`config.mk`:
```
export PLATFORM = sky130hd
export DESIGN_NAME = axi_lite_master_flat
export DESIGN_NICKNAME = d
export VERILOG_FILES = /design/src/rtl/axi_lite_master_pkg.sv /design/src/rtl/AXI_LITE.sv /design/src/rtl/axi_lite_master.sv /design/src/flat_wrapper.sv
export SDC_FILE = /design/constraint.sdc
export NUM_CORES = 1
export LEC_CHECK = 0
export CAP_MARGIN = 20
export CORE_ASPECT_RATIO = 0.9
export CORE_MARGIN = 2
export CORE_UTILIZATION = 42
export DETAILED_ROUTE_END_ITERATION = 16
export HOLD_SLACK_MARGIN = 0.06
export PLACE_DENSITY_LB_ADDON = 0.2
export SKIP_CTS_REPAIR_TIMING = 1
export SYNTH_ARGS = -nofsm -noshare
export SYNTH_HDL_FRONTEND = slang
export SYNTH_SLANG_ARGS = --single-unit
```
`constraint.sdc`:
```
create_clock -name aclk -period 2.1 [get_ports aclk]
set_input_delay 0.63 -clock aclk [delete_from_list [all_inputs] [get_ports aclk]]
set_output_delay 0.63 -clock aclk [all_outputs]
set_load 0.01 [all_outputs]
```
`src/rtl/axi_lite_master_pkg.sv`:
```
// Shared types and constants for the AXI-Lite command-to-bus master.
package axi_lite_master_pkg;

    typedef enum logic [2:0] {
        ST_IDLE    = 3'd0,
        ST_WR_REQ  = 3'd1,
        ST_WR_RESP = 3'd2,
        ST_RD_REQ  = 3'd3,
        ST_RD_RESP = 3'd4,
        ST_RSP     = 3'd5
    } state_e;

    localparam logic [1:0] RESP_OKAY   = 2'b00;
    localparam logic [1:0] RESP_SLVERR = 2'b10;
    localparam logic [1:0] RESP_DECERR = 2'b11;

endpackage

```
`src/rtl/AXI_LITE.sv`:
```
// AXI4-Lite signal bundle with master and slave views.
interface AXI_LITE;

    logic        awvalid;
    logic        awready;
    logic [31:0] awaddr;
    logic        wvalid;
    logic        wready;
    logic [31:0] wdata;
    logic [3:0]  wstrb;
    logic        wlast;
    logic        bvalid;
    logic        bready;
    logic [1:0]  bresp;
    logic        arvalid;
    logic        arready;
    logic [31:0] araddr;
    logic        rvalid;
    logic        rready;
    logic [31:0] rdata;
    logic [1:0]  rresp;

    modport master (
        output awvalid, awaddr, wvalid, wdata, wstrb, wlast, bready,
               arvalid, araddr, rready,
        input  awready, wready, bvalid, bresp, arready, rvalid, rdata, rresp
    );

    modport slave (
        input  awvalid, awaddr, wvalid, wdata, wstrb, wlast, bready,
               arvalid, araddr, rready,
        output awready, wready, bvalid, bresp, arready, rvalid, rdata, rresp
    );

endinterface

```
`src/rtl/axi_lite_master.sv`:
```
// Single-outstanding AXI-Lite master: turns one command into one AXI read or
// write and returns the response, aborting any handshake that stalls too long.
module axi_lite_master
    import axi_lite_master_pkg::*;
#(
    parameter int TIMEOUT_CYCLES = 256
) (
    input  logic        aclk,
    input  logic        areset,
    input  logic        cmd_valid,
    output logic        cmd_ready,
    input  logic        cmd_write,
    input  logic [31:0] cmd_addr,
    input  logic [31:0] cmd_wdata,
    input  logic [3:0]  cmd_wstrb,
    output logic        rsp_valid,
    input  logic        rsp_ready,
    output logic [31:0] rsp_rdata,
    output logic [1:0]  rsp_resp,
    output logic        rsp_timeout,
    AXI_LITE.master     axi
);

    localparam logic [15:0] TIMEOUT_LAST = 16'(TIMEOUT_CYCLES - 1);

    state_e      state_r;
    logic [15:0] wait_cnt_r;
    logic        aw_done_r;
    logic        w_done_r;
    logic        cmd_ready_r;

    logic aw_hs_s;
    logic w_hs_s;
    logic b_hs_s;
    logic ar_hs_s;
    logic r_hs_s;
    logic any_hs_s;
    logic wait_state_s;
    logic timeout_s;
    logic abort_s;
    logic accept_s;

    // Ready is forced low for as long as reset is held, not just after the edge.
    assign cmd_ready = cmd_ready_r & ~areset;

    // Handshake detection and timeout decision for the current cycle.
    always_comb begin
        aw_hs_s  = axi.awvalid & axi.awready;
        w_hs_s   = axi.wvalid  & axi.wready;
        b_hs_s   = axi.bvalid  & axi.bready;
        ar_hs_s  = axi.arvalid & axi.arready;
        r_hs_s   = axi.rvalid  & axi.rready;
        any_hs_s = aw_hs_s | w_hs_s | b_hs_s | ar_hs_s | r_hs_s;
        accept_s = cmd_valid & cmd_ready;
        case (state_r)
            ST_WR_REQ, ST_WR_RESP, ST_RD_REQ, ST_RD_RESP: wait_state_s = 1'b1;
            default:                                      wait_state_s = 1'b0;
        endcase
        timeout_s = (wait_cnt_r == TIMEOUT_LAST);
        abort_s   = wait_state_s & ~any_hs_s & timeout_s;
    end

    // Transaction FSM with all bus and response outputs registered.
    always_ff @(posedge aclk) begin
        if (areset) begin
            state_r     <= ST_IDLE;
            wait_cnt_r  <= 16'd0;
            aw_done_r   <= 1'b0;
            w_done_r    <= 1'b0;
            cmd_ready_r <= 1'b1;
            axi.awvalid <= 1'b0;
            axi.awaddr  <= 32'd0;
            axi.wvalid  <= 1'b0;
            axi.wdata   <= 32'd0;
            axi.wstrb   <= 4'd0;
            axi.wlast   <= 1'b0;
            axi.bready  <= 1'b0;
            axi.arvalid <= 1'b0;
            axi.araddr  <= 32'd0;
            axi.rready  <= 1'b0;
            rsp_valid   <= 1'b0;
            rsp_rdata   <= 32'd0;
            rsp_resp    <= RESP_OKAY;
            rsp_timeout <= 1'b0;
        end else begin
            // Counter only runs while stalled on the bus; any progress restarts it.
            if (!wait_state_s || any_hs_s || timeout_s) begin
                wait_cnt_r <= 16'd0;
            end else begin
                wait_cnt_r <= wait_cnt_r + 16'd1;
            end

            case (state_r)
                ST_IDLE: begin
                    if (accept_s) begin
                        cmd_ready_r <= 1'b0;
                        aw_done_r   <= 1'b0;
                        w_done_r    <= 1'b0;
                        if (cmd_write) begin
                            axi.awaddr  <= cmd_addr;
                            axi.wdata   <= cmd_wdata;
                            axi.wstrb   <= cmd_wstrb;
                            axi.awvalid <= 1'b1;
                            axi.wvalid  <= 1'b1;
                            axi.wlast   <= 1'b1;
                            state_r     <= ST_WR_REQ;
                        end else begin
                            axi.araddr  <= cmd_addr;
                            axi.arvalid <= 1'b1;
                            state_r     <= ST_RD_REQ;
                        end
                    end else begin
                        cmd_ready_r <= 1'b1;
                    end
                end
                ST_WR_REQ: begin
                    if (aw_hs_s) begin
                        axi.awvalid <= 1'b0;
                        aw_done_r   <= 1'b1;
                    end
                    if (w_hs_s) begin
                        axi.wvalid <= 1'b0;
                        axi.wlast  <= 1'b0;
                        w_done_r   <= 1'b1;
                    end
                    if ((aw_done_r | aw_hs_s) & (w_done_r | w_hs_s)) begin
                        axi.bready <= 1'b1;
                        state_r    <= ST_WR_RESP;
                    end
                end
                ST_WR_RESP: begin
                    if (b_hs_s) begin
                        axi.bready  <= 1'b0;
                        rsp_resp    <= axi.bresp;
                        rsp_rdata   <= 32'd0;
                        rsp_timeout <= 1'b0;
                        rsp_valid   <= 1'b1;
                        state_r     <= ST_RSP;
                    end
                end
                ST_RD_REQ: begin
                    if (ar_hs_s) begin
                        axi.arvalid <= 1'b0;
                        axi.rready  <= 1'b1;
                        state_r     <= ST_RD_RESP;
                    end
                end
                ST_RD_RESP: begin
                    if (r_hs_s) begin
                        axi.rready  <= 1'b0;
                        rsp_rdata   <= axi.rdata;
                        rsp_resp    <= axi.rresp;
                        rsp_timeout <= 1'b0;
                        rsp_valid   <= 1'b1;
                        state_r     <= ST_RSP;
                    end
                end
                ST_RSP: begin
                    if (rsp_ready) begin
                        rsp_valid   <= 1'b0;
                        cmd_ready_r <= 1'b1;
                        state_r     <= ST_IDLE;
                    end
                end
                default: begin
                    state_r     <= ST_IDLE;
                    cmd_ready_r <= 1'b0;
                end
            endcase

            // A stalled handshake overrides whatever the state would have done.
            if (abort_s) begin
                axi.awvalid <= 1'b0;
                axi.wvalid  <= 1'b0;
                axi.wlast   <= 1'b0;
                axi.bready  <= 1'b0;
                axi.arvalid <= 1'b0;
                axi.rready  <= 1'b0;
                rsp_valid   <= 1'b1;
                rsp_resp    <= RESP_SLVERR;
                rsp_rdata   <= 32'd0;
                rsp_timeout <= 1'b1;
                state_r     <= ST_RSP;
            end
        end
    end

endmodule

```
`src/flat_wrapper.sv`:
```
// flat-port wrapper written by rule: the top's interface ports become plain ports
module axi_lite_master_flat import axi_lite_master_pkg::*;
#(
    parameter int TIMEOUT_CYCLES = 256
)
  (aclk, areset, cmd_valid, cmd_ready, cmd_write, cmd_addr, cmd_wdata, cmd_wstrb, rsp_valid, rsp_ready, rsp_rdata, rsp_resp, rsp_timeout, axi_awvalid, axi_awaddr, axi_wvalid, axi_wdata, axi_wstrb, axi_wlast, axi_bready, axi_arvalid, axi_araddr, axi_rready, axi_awready, axi_wready, axi_bvalid, axi_bresp, axi_arready, axi_rvalid, axi_rdata, axi_rresp);
  AXI_LITE axi_i ();
  input  logic aclk;
  input  logic areset;
  input  logic cmd_valid;
  output logic cmd_ready;
  input  logic cmd_write;
  input  logic [31:0] cmd_addr;
  input  logic [31:0] cmd_wdata;
  input  logic [3:0] cmd_wstrb;
  output logic rsp_valid;
  input  logic rsp_ready;
  output logic [31:0] rsp_rdata;
  output logic [1:0] rsp_resp;
  output logic rsp_timeout;
  output wire logic [$bits(axi_i.awvalid)-1:0] axi_awvalid;
  output wire logic [$bits(axi_i.awaddr)-1:0] axi_awaddr;
  output wire logic [$bits(axi_i.wvalid)-1:0] axi_wvalid;
  output wire logic [$bits(axi_i.wdata)-1:0] axi_wdata;
  output wire logic [$bits(axi_i.wstrb)-1:0] axi_wstrb;
  output wire logic [$bits(axi_i.wlast)-1:0] axi_wlast;
  output wire logic [$bits(axi_i.bready)-1:0] axi_bready;
  output wire logic [$bits(axi_i.arvalid)-1:0] axi_arvalid;
  output wire logic [$bits(axi_i.araddr)-1:0] axi_araddr;
  output wire logic [$bits(axi_i.rready)-1:0] axi_rready;
  input wire logic [$bits(axi_i.awready)-1:0] axi_awready;
  input wire logic [$bits(axi_i.wready)-1:0] axi_wready;
  input wire logic [$bits(axi_i.bvalid)-1:0] axi_bvalid;
  input wire logic [$bits(axi_i.bresp)-1:0] axi_bresp;
  input wire logic [$bits(axi_i.arready)-1:0] axi_arready;
  input wire logic [$bits(axi_i.rvalid)-1:0] axi_rvalid;
  input wire logic [$bits(axi_i.rdata)-1:0] axi_rdata;
  input wire logic [$bits(axi_i.rresp)-1:0] axi_rresp;
  assign axi_awvalid = axi_i.awvalid;
  assign axi_awaddr = axi_i.awaddr;
  assign axi_wvalid = axi_i.wvalid;
  assign axi_wdata = axi_i.wdata;
  assign axi_wstrb = axi_i.wstrb;
  assign axi_wlast = axi_i.wlast;
  assign axi_bready = axi_i.bready;
  assign axi_arvalid = axi_i.arvalid;
  assign axi_araddr = axi_i.araddr;
  assign axi_rready = axi_i.rready;
  assign axi_i.awready = axi_awready;
  assign axi_i.wready = axi_wready;
  assign axi_i.bvalid = axi_bvalid;
  assign axi_i.bresp = axi_bresp;
  assign axi_i.arready = axi_arready;
  assign axi_i.rvalid = axi_rvalid;
  assign axi_i.rdata = axi_rdata;
  assign axi_i.rresp = axi_rresp;
  axi_lite_master #(.TIMEOUT_CYCLES(TIMEOUT_CYCLES)) u_core (.aclk(aclk), .areset(areset), .cmd_valid(cmd_valid), .cmd_ready(cmd_ready), .cmd_write(cmd_write), .cmd_addr(cmd_addr), .cmd_wdata(cmd_wdata), .cmd_wstrb(cmd_wstrb), .rsp_valid(rsp_valid), .rsp_ready(rsp_ready), .rsp_rdata(rsp_rdata), .rsp_resp(rsp_resp), .rsp_timeout(rsp_timeout), .axi(axi_i));
endmodule
```
==> results by group, run 1 <==
Clocking
  • Clk root buf: clkbuf_16
  • Clk slew on worst S/H paths: around 0.060 ns
  • Sink Count: ~160
  • CTS HTree Levels: 4
  • CTS tree: yes
  • Clock Tree Buf Depth: 2
  • CTS buffer count: 17
  • Clock latency on the worst-skew pair: between 0.4 and 0.5 ns

Critical path
  • R2R setup slack: 0.28 ns
  • Worst Setup Start Kind: flop
  • Crit end category: output pin
  • Crit path max-delay cell type: clkdlybuf4s50_1
  • Slowest stage delay, CP: about 0.58 ns
  • Max FO, Critical Path: 5
  • Worst endpoint data arrival time: 1.41 ns
  • CP cell instances: clkdlybuf4s50_1
  • Capturing point of the worst reg2reg path: u_core.rsp_rdata[14]
  • Worst r2r src: u_core.state_r[2]
  • Worst path depth: 1
  • Worst Path Required: around 1.5 ns
  • Crit path kind: flop to output pin
  • WP buf/inv: 1
  • Largest delay contributor family on the critical path: buffers and inverters
  • Reg2reg path depth: 6

Route
  • Routed len/inst: roughly 15 um
  • Vias: between 5k and 6k
  • DR iter-0 viols: approximately 280
  • Drt total wl: ~17 mm
  • DRC viols: 0
  • Vias per inst: just under 5
  • First drt pass iteration count: 5
  • Routed Antenna Nets: 0

Final layout
  • N_diodes: 0
  • Commonest non-fill, non-tap cell in the layout: clkdlybuf4s50_1
  • Final nets: about 1.1k
  • Most frequent cells in the layout: clkdlybuf4s50_1 (254), nand2_1 (215), dfxtp_1 (162), a21oi_1 (111), nor2_1 (53)
  • Layout cell share with drive strength beyond 1: 0.07591
  • Final Util: 0.6793
  • Area Growth Syn to Fin: 57.83%

Synthesis
  • Xor/xnor cell area share of the yosys netlist: 0.02027
  • Mux share of post-synthesis cell area: 0.008687
  • Number of flops mapped to enable cells by yosys: 0
  • Sequential area share after synthesis: 0.5394
  • Flop and latch count out of synthesis: 163
  • Mapped Cells: 720
  • Largest family of logic cells by synthesized area: simple AND/OR/NAND/NOR gates
  • Synth Cell Area: 0.006050 mm^2
  • Post-synthesis cell type count: 48
  • Syn_area_per_cell: roughly 8.4 um^2
  • Simple-gate portion of the synthesized area: 0.2219
  • Ys flop type: dfxtp_1
  • Post-Synth Adder-Cell Area: 0.002068
  • Post-synthesis async set-or-reset flop share: 0
  • Synthesis Warnings: 0
  • Syn nets: roughly 840
  • Synth Area in Compound Gates: 0.1644

Global route
  • Vias in the first global route: around 5.4k
  • GRT overflow: 0
  • First-pass GRT wire length: around 27 mm
  • Initial antenna violation count: 0
  • Largest net degree at the start of global routing: 70
  • Overall routing resource usage: 0.2203

Flow run
  • Maxcap violations: 0

Die
  • Rows: a little over 40
  • Initial Util: 0.4304
  • Die width: roughly 130 um
  • Core area: about 0.014 mm^2
  • Full die area: 0.01538 mm^2
  • Chip Height: about 120 um
  • IO Count: 257

STA
  • Worst Setup Slack, final: 0.05732 ns
  • Peak Freq: approximately 490 MHz
  • RSZ-0062 raised after global routing: no
  • Final Hold Fails: 0
  • Finish-stage setup viols: 0
  • Final period util: 0.9727
  • Worst slew pin tran: about 0.74 ns
  • Final clock skew: 0.008080 ns
  • Max-slew headroom: 0.5055
  • Min cycle time layout: between 2 and 2.5 ns
  • Fin. max-slew vios: 0

Hold path
  • Hold depth: 1
  • Hold path endpoint: u_core.wait_cnt_r[0]
  • Worst min path class: flop to flop
  • Hold Crit Start: u_core.wait_cnt_r[0]

Power and ir drop
  • Peak VDD IR: 0.0007394 V
  • Leak pwr: ~3.4 nW
  • Power Density: 889.1 mW/mm^2

Placed design
  • GP Congestion: 0.8346
  • Setup WS pre-CTS: -0.1968 ns
  • Detailed Place HPWL: about 12 mm
  • Port bufs: around 260

Status
  • Outcome: finished, final reports clean
## worst max path at each step
stage	start	to	slack, ns
finish	u_core.axi.bready	axi_bready	0.06
global route	u_core.axi.bready	axi_bready	0.003
CTS	u_core.cmd_ready_r	cmd_ready	-0.05
detailed placement	cmd_valid	u_core.axi.awaddr[3]	-0.20
global placement	cmd_valid	u_core.axi.araddr[17]	-0.14
floorplan	areset	cmd_ready	0.20
## routing by layer
layer / up-vias / track usage / wire (um)
li1: 2919 / - / -
met2: 196 / 0.3512 / 8061
met1: 2607 / 0.2786 / 7464
met5: - / 0 / 0
met4: 0 / 0.07846 / 297
met3: 21 / 0.07136 / 1365
## cell type report
class                      instances  area (um^2)
sequential                       163         3264
clock buffer                      24        501.7
timing repair buffer             285         2905
tap                              193        241.5
clock inverter                     8        75.07
fill                            1250         4508
inverter                           6        22.52
multi-input combinational        502         2537
## sequential cells by signal, indices dropped and copies added, names as in the netlist
register	flops
u_core.axi.awaddr	32
u_core.wait_cnt_r	16
u_core.axi.wdata	32
u_core.state_r	3
u_core.axi.arvalid	1
u_core.aw_done_r	1
u_core.rsp_valid	1
u_core.axi.araddr	32
u_core.cmd_ready_r	1
u_core.axi.wstrb	4
u_core.axi.bready	1
u_core.axi.awvalid	1
u_core.rsp_timeout	1
u_core.axi.rready	1
u_core.rsp_resp	2
u_core.rsp_rdata	32
u_core.axi.wvalid	1
u_core.w_done_r	1
## metrics by stage
step	hold slack, ns	power, mW	instance area, um^2	instances	TNS (ns)
final	0.4493	8.489	9548	1181	0
after floorplan	0.4217	4.591	6050	720	0
after detailed placement	0.4424	5.581	8967	1149	-18.30
after CTS	0.4536	8.572	9544	1181	-0.04640
after global placement	0.4389	5.573	8967	1149	-14.43
after global routing	0.4657	8.904	9548	1181	0
## where the power goes
part | switching (mW) | internal, mW | leakage [nW]
Clock | 1.19 | 1.78 | 0.274
Combinational | 1.01 | 1.02 | 1.76
Sequential | 0.186 | 3.30 | 1.32
## cell usage after synthesis, types with 2 or more instances
master    count  area, um^2
o21ai_0      10       50.05
nand3_1       7       35.03
a31oi_1       3       18.77
mux2_2        2       22.52
clkbuf_1     25       93.84
mux2i_1       3       30.03
buf_4         5       37.54
or3_1         3       18.77
nand2_1     215       807.0
buf_2        17       85.08
nand4_1       4       25.02
nor2b_1       2       12.51
nor2_1       53       198.9
or4_1         2       15.01
nor3_1        2       10.01
a22oi_1      35       262.8
a21oi_1     111       555.5
dfxtp_1     163        3263
and4_1        4       35.03
inv_1         6       22.52
buf_6         2       22.52
xor2_1        9       78.83
nor2_2        2       12.51
xnor2_1       5       43.79
a21boi_0      2       15.01
and3_1        6       37.54
## cell families (layout without fill, tap and decap cells)
logic type	Yosys count	in the layout
buffers and inverters	55	323
DFF	163	163
and+or+nand+nor	312	312
adders and majority gates	1	1
AOI/OAI and AO/OA	170	170
xor gates and xnor gates	14	14
muxes	5	5
No activity file was read; power rests on OpenSTA's default activity.
==> run 2: changes to the inputs <==
==> constraint.sdc (replaced) <==
create_clock -name aclk -period 2.1 [get_ports aclk]
set_input_delay 0.525 -clock aclk [delete_from_list [all_inputs] [get_ports aclk]]
set_output_delay 0.525 -clock aclk [all_outputs]
set_load 0.005 [all_outputs]
==> run 2 against run 1 <==
  * Clock power is 9.8% higher
  * Utilization shrank 0.16 points
  * Largest power group unchanged
  * Routed wire length is 1.9% higher
  * Sequential power hardly changed
  * Register-to-register slack worse by 0.02 ns
  * Fmax up 3.7%
  * Cell area down 0.24%
  * Combinational power shrank 4%
==> results by group, run 2 (synthesis gave the netlist of run 1 again) <==
Clocking
  • Clock latency on the worst-skew pair: 0.42 ns
  • Clk root buf: clkbuf_16
  • Sink Count: 163
  • Clock Tree Buf Depth: 2
  • CTS tree: yes
  • CTS buffer count: 17
  • Clk slew on worst S/H paths: 0.06 ns
  • CTS HTree Levels: 4

Final layout
  • Final nets: 1086
  • Reg area: ~0.0033 mm^2
  • Layout cell share with drive strength beyond 1: 0.07121
  • Fill cells: 1237
  • Area of the multi-input gates: approximately 0.0025 mm^2
  • Area Growth Syn to Fin: 57.46%
  • Most frequent cells in the layout: clkdlybuf4s50_1 (255), nand2_1 (215), dfxtp_1 (163), a21oi_1 (111), nor2_1 (53)
  • N_diodes: 0
  • Design Area, Final: 0.009525 mm^2
  • Commonest non-fill, non-tap cell in the layout: clkdlybuf4s50_1

Placed design
  • Setup WS pre-CTS: -0.05826 ns
  • Dpl cell area: slightly below 0.009 mm^2
  • Port bufs: between 200 and 300
  • GP Congestion: approximately 0.86
  • Detailed Place HPWL: about 12 mm

Die
  • Core area: approximately 0.014 mm^2
  • Die width: 130.5 um
  • Full die area: between 0.015 and 0.02 mm^2
  • Rows: a little over 40
  • Initial Util: 0.4304
  • IO Count: roughly 260
  • Chip Height: 117.9 um

STA
  • Worst Setup Slack, final: 0.1293 ns
  • Finish-stage setup viols: 0
  • Fin. max-slew vios: 0
  • Peak Freq: 507.4 MHz
  • Worst slew pin tran: roughly 0.60 ns
  • RSZ-0062 raised after global routing: no
  • Final Hold Fails: 0
  • Final period util: 0.9384
  • Final clock skew: between 0.007 and 0.008 ns
  • Min cycle time layout: ~2.0 ns
  • Max-slew headroom: 0.5978

Critical path
  • Worst Setup Start Kind: flop
  • Worst endpoint data arrival time: between 1 and 1.5 ns
  • CP cell instances: nor2b_1, clkdlybuf4s50_1
  • Slowest stage delay, CP: roughly 0.54 ns
  • Worst Path Required: approximately 1.6 ns
  • Crit end category: output pin
  • Max FO, Critical Path: 4
  • Crit path max-delay cell type: clkdlybuf4s50_1
  • Crit path kind: flop to output pin

Route
  • DR iter-0 viols: 278
  • Vias: around 5.7k
  • Routed Antenna Nets: 0
  • Routed len/inst: roughly 15 um
  • Vias per inst: 4.883
  • First drt pass iteration count: 4
  • DRC viols: 0
  • Drt total wl: 17.51 mm

Global route
  • Overall routing resource usage: 0.2260
  • Largest net degree at the start of global routing: 57
  • GRT overflow: 0
  • Initial antenna violation count: 0
  • First-pass GRT wire length: 27.52 mm
  • Vias in the first global route: approximately 5.4k

Status
  • Outcome: finished, final reports clean

Hold path
  • Worst min path class: flop to flop

Flow run
  • Maxcap violations: 0

Power and ir drop
  • Leak pwr: between 3 and 4 nW
  • Power Density: between 900 and 1000 mW/mm^2
  • Peak VDD IR: around 0.00063 V
[run 2: power by group]
part	switching [mW]	internal, mW
logic	0.947	0.998
registers	0.186	3.30
clock network	1.19	2.07
[run 2: worst paths after layout]
kind / startpoint / endpoint / slack [ns] / cells past startpoint
hold / removal: u_core.axi.awaddr[5] / u_core.axi.awaddr[5] / 0.45 / 2
setup / recovery: u_core.cmd_ready_r / cmd_ready / 0.13 / 2
hold reg to reg: u_core.axi.awaddr[5] / u_core.axi.awaddr[5] / 0.45 / 2
setup reg to reg: u_core.state_r[2] / u_core.rsp_rdata[5] / 0.26 / 6
[run 2: per-stage QoR]
step	utilization	total power [mW]	setup TNS, ns	hold slack (ns)	std cells
floorplan	-	4.527	0	0.4217	720
global placement	0.6332	5.477	-0.3220	0.4378	1145
detailed placement	0.6332	5.491	-2.757	0.4454	1145
CTS	0.6777	8.770	0	0.4534	1176
global route	0.6777	9.116	0	0.4670	1176
finish	0.6777	8.698	0	0.4508	1176
[run 2: worst max-delay path, delay by kind of cell, from the launching register on]
kind / cells / cell delay (ns)
and+or+nand+nor: 1 / 0.14
buffers and inverters: 1 / 0.54
DFF: 1 / 0.35
[run 2: final cells by class]
class                           instances  area share
Inverter                                6    0.002364
Timing Repair Buffer                  281      0.2976
Clock inverter                         10     0.01629
Multi-Input combinational cell        502      0.2664
Clock buffer                           21     0.04939
Sequential cell                       163      0.3426
Tap cell                              193     0.02535
[run 2: per-layer routing]
layer / GRT usage / vias to the layer above / share of wire
li1: - / 2909 / -
met1: 0.2753 / 2632 / 0.42
met2: 0.3636 / 177 / 0.48
met3: 0.08636 / 24 / 0.085
met4: 0.07846 / 0 / 0.019
met5: 0 / - / 0
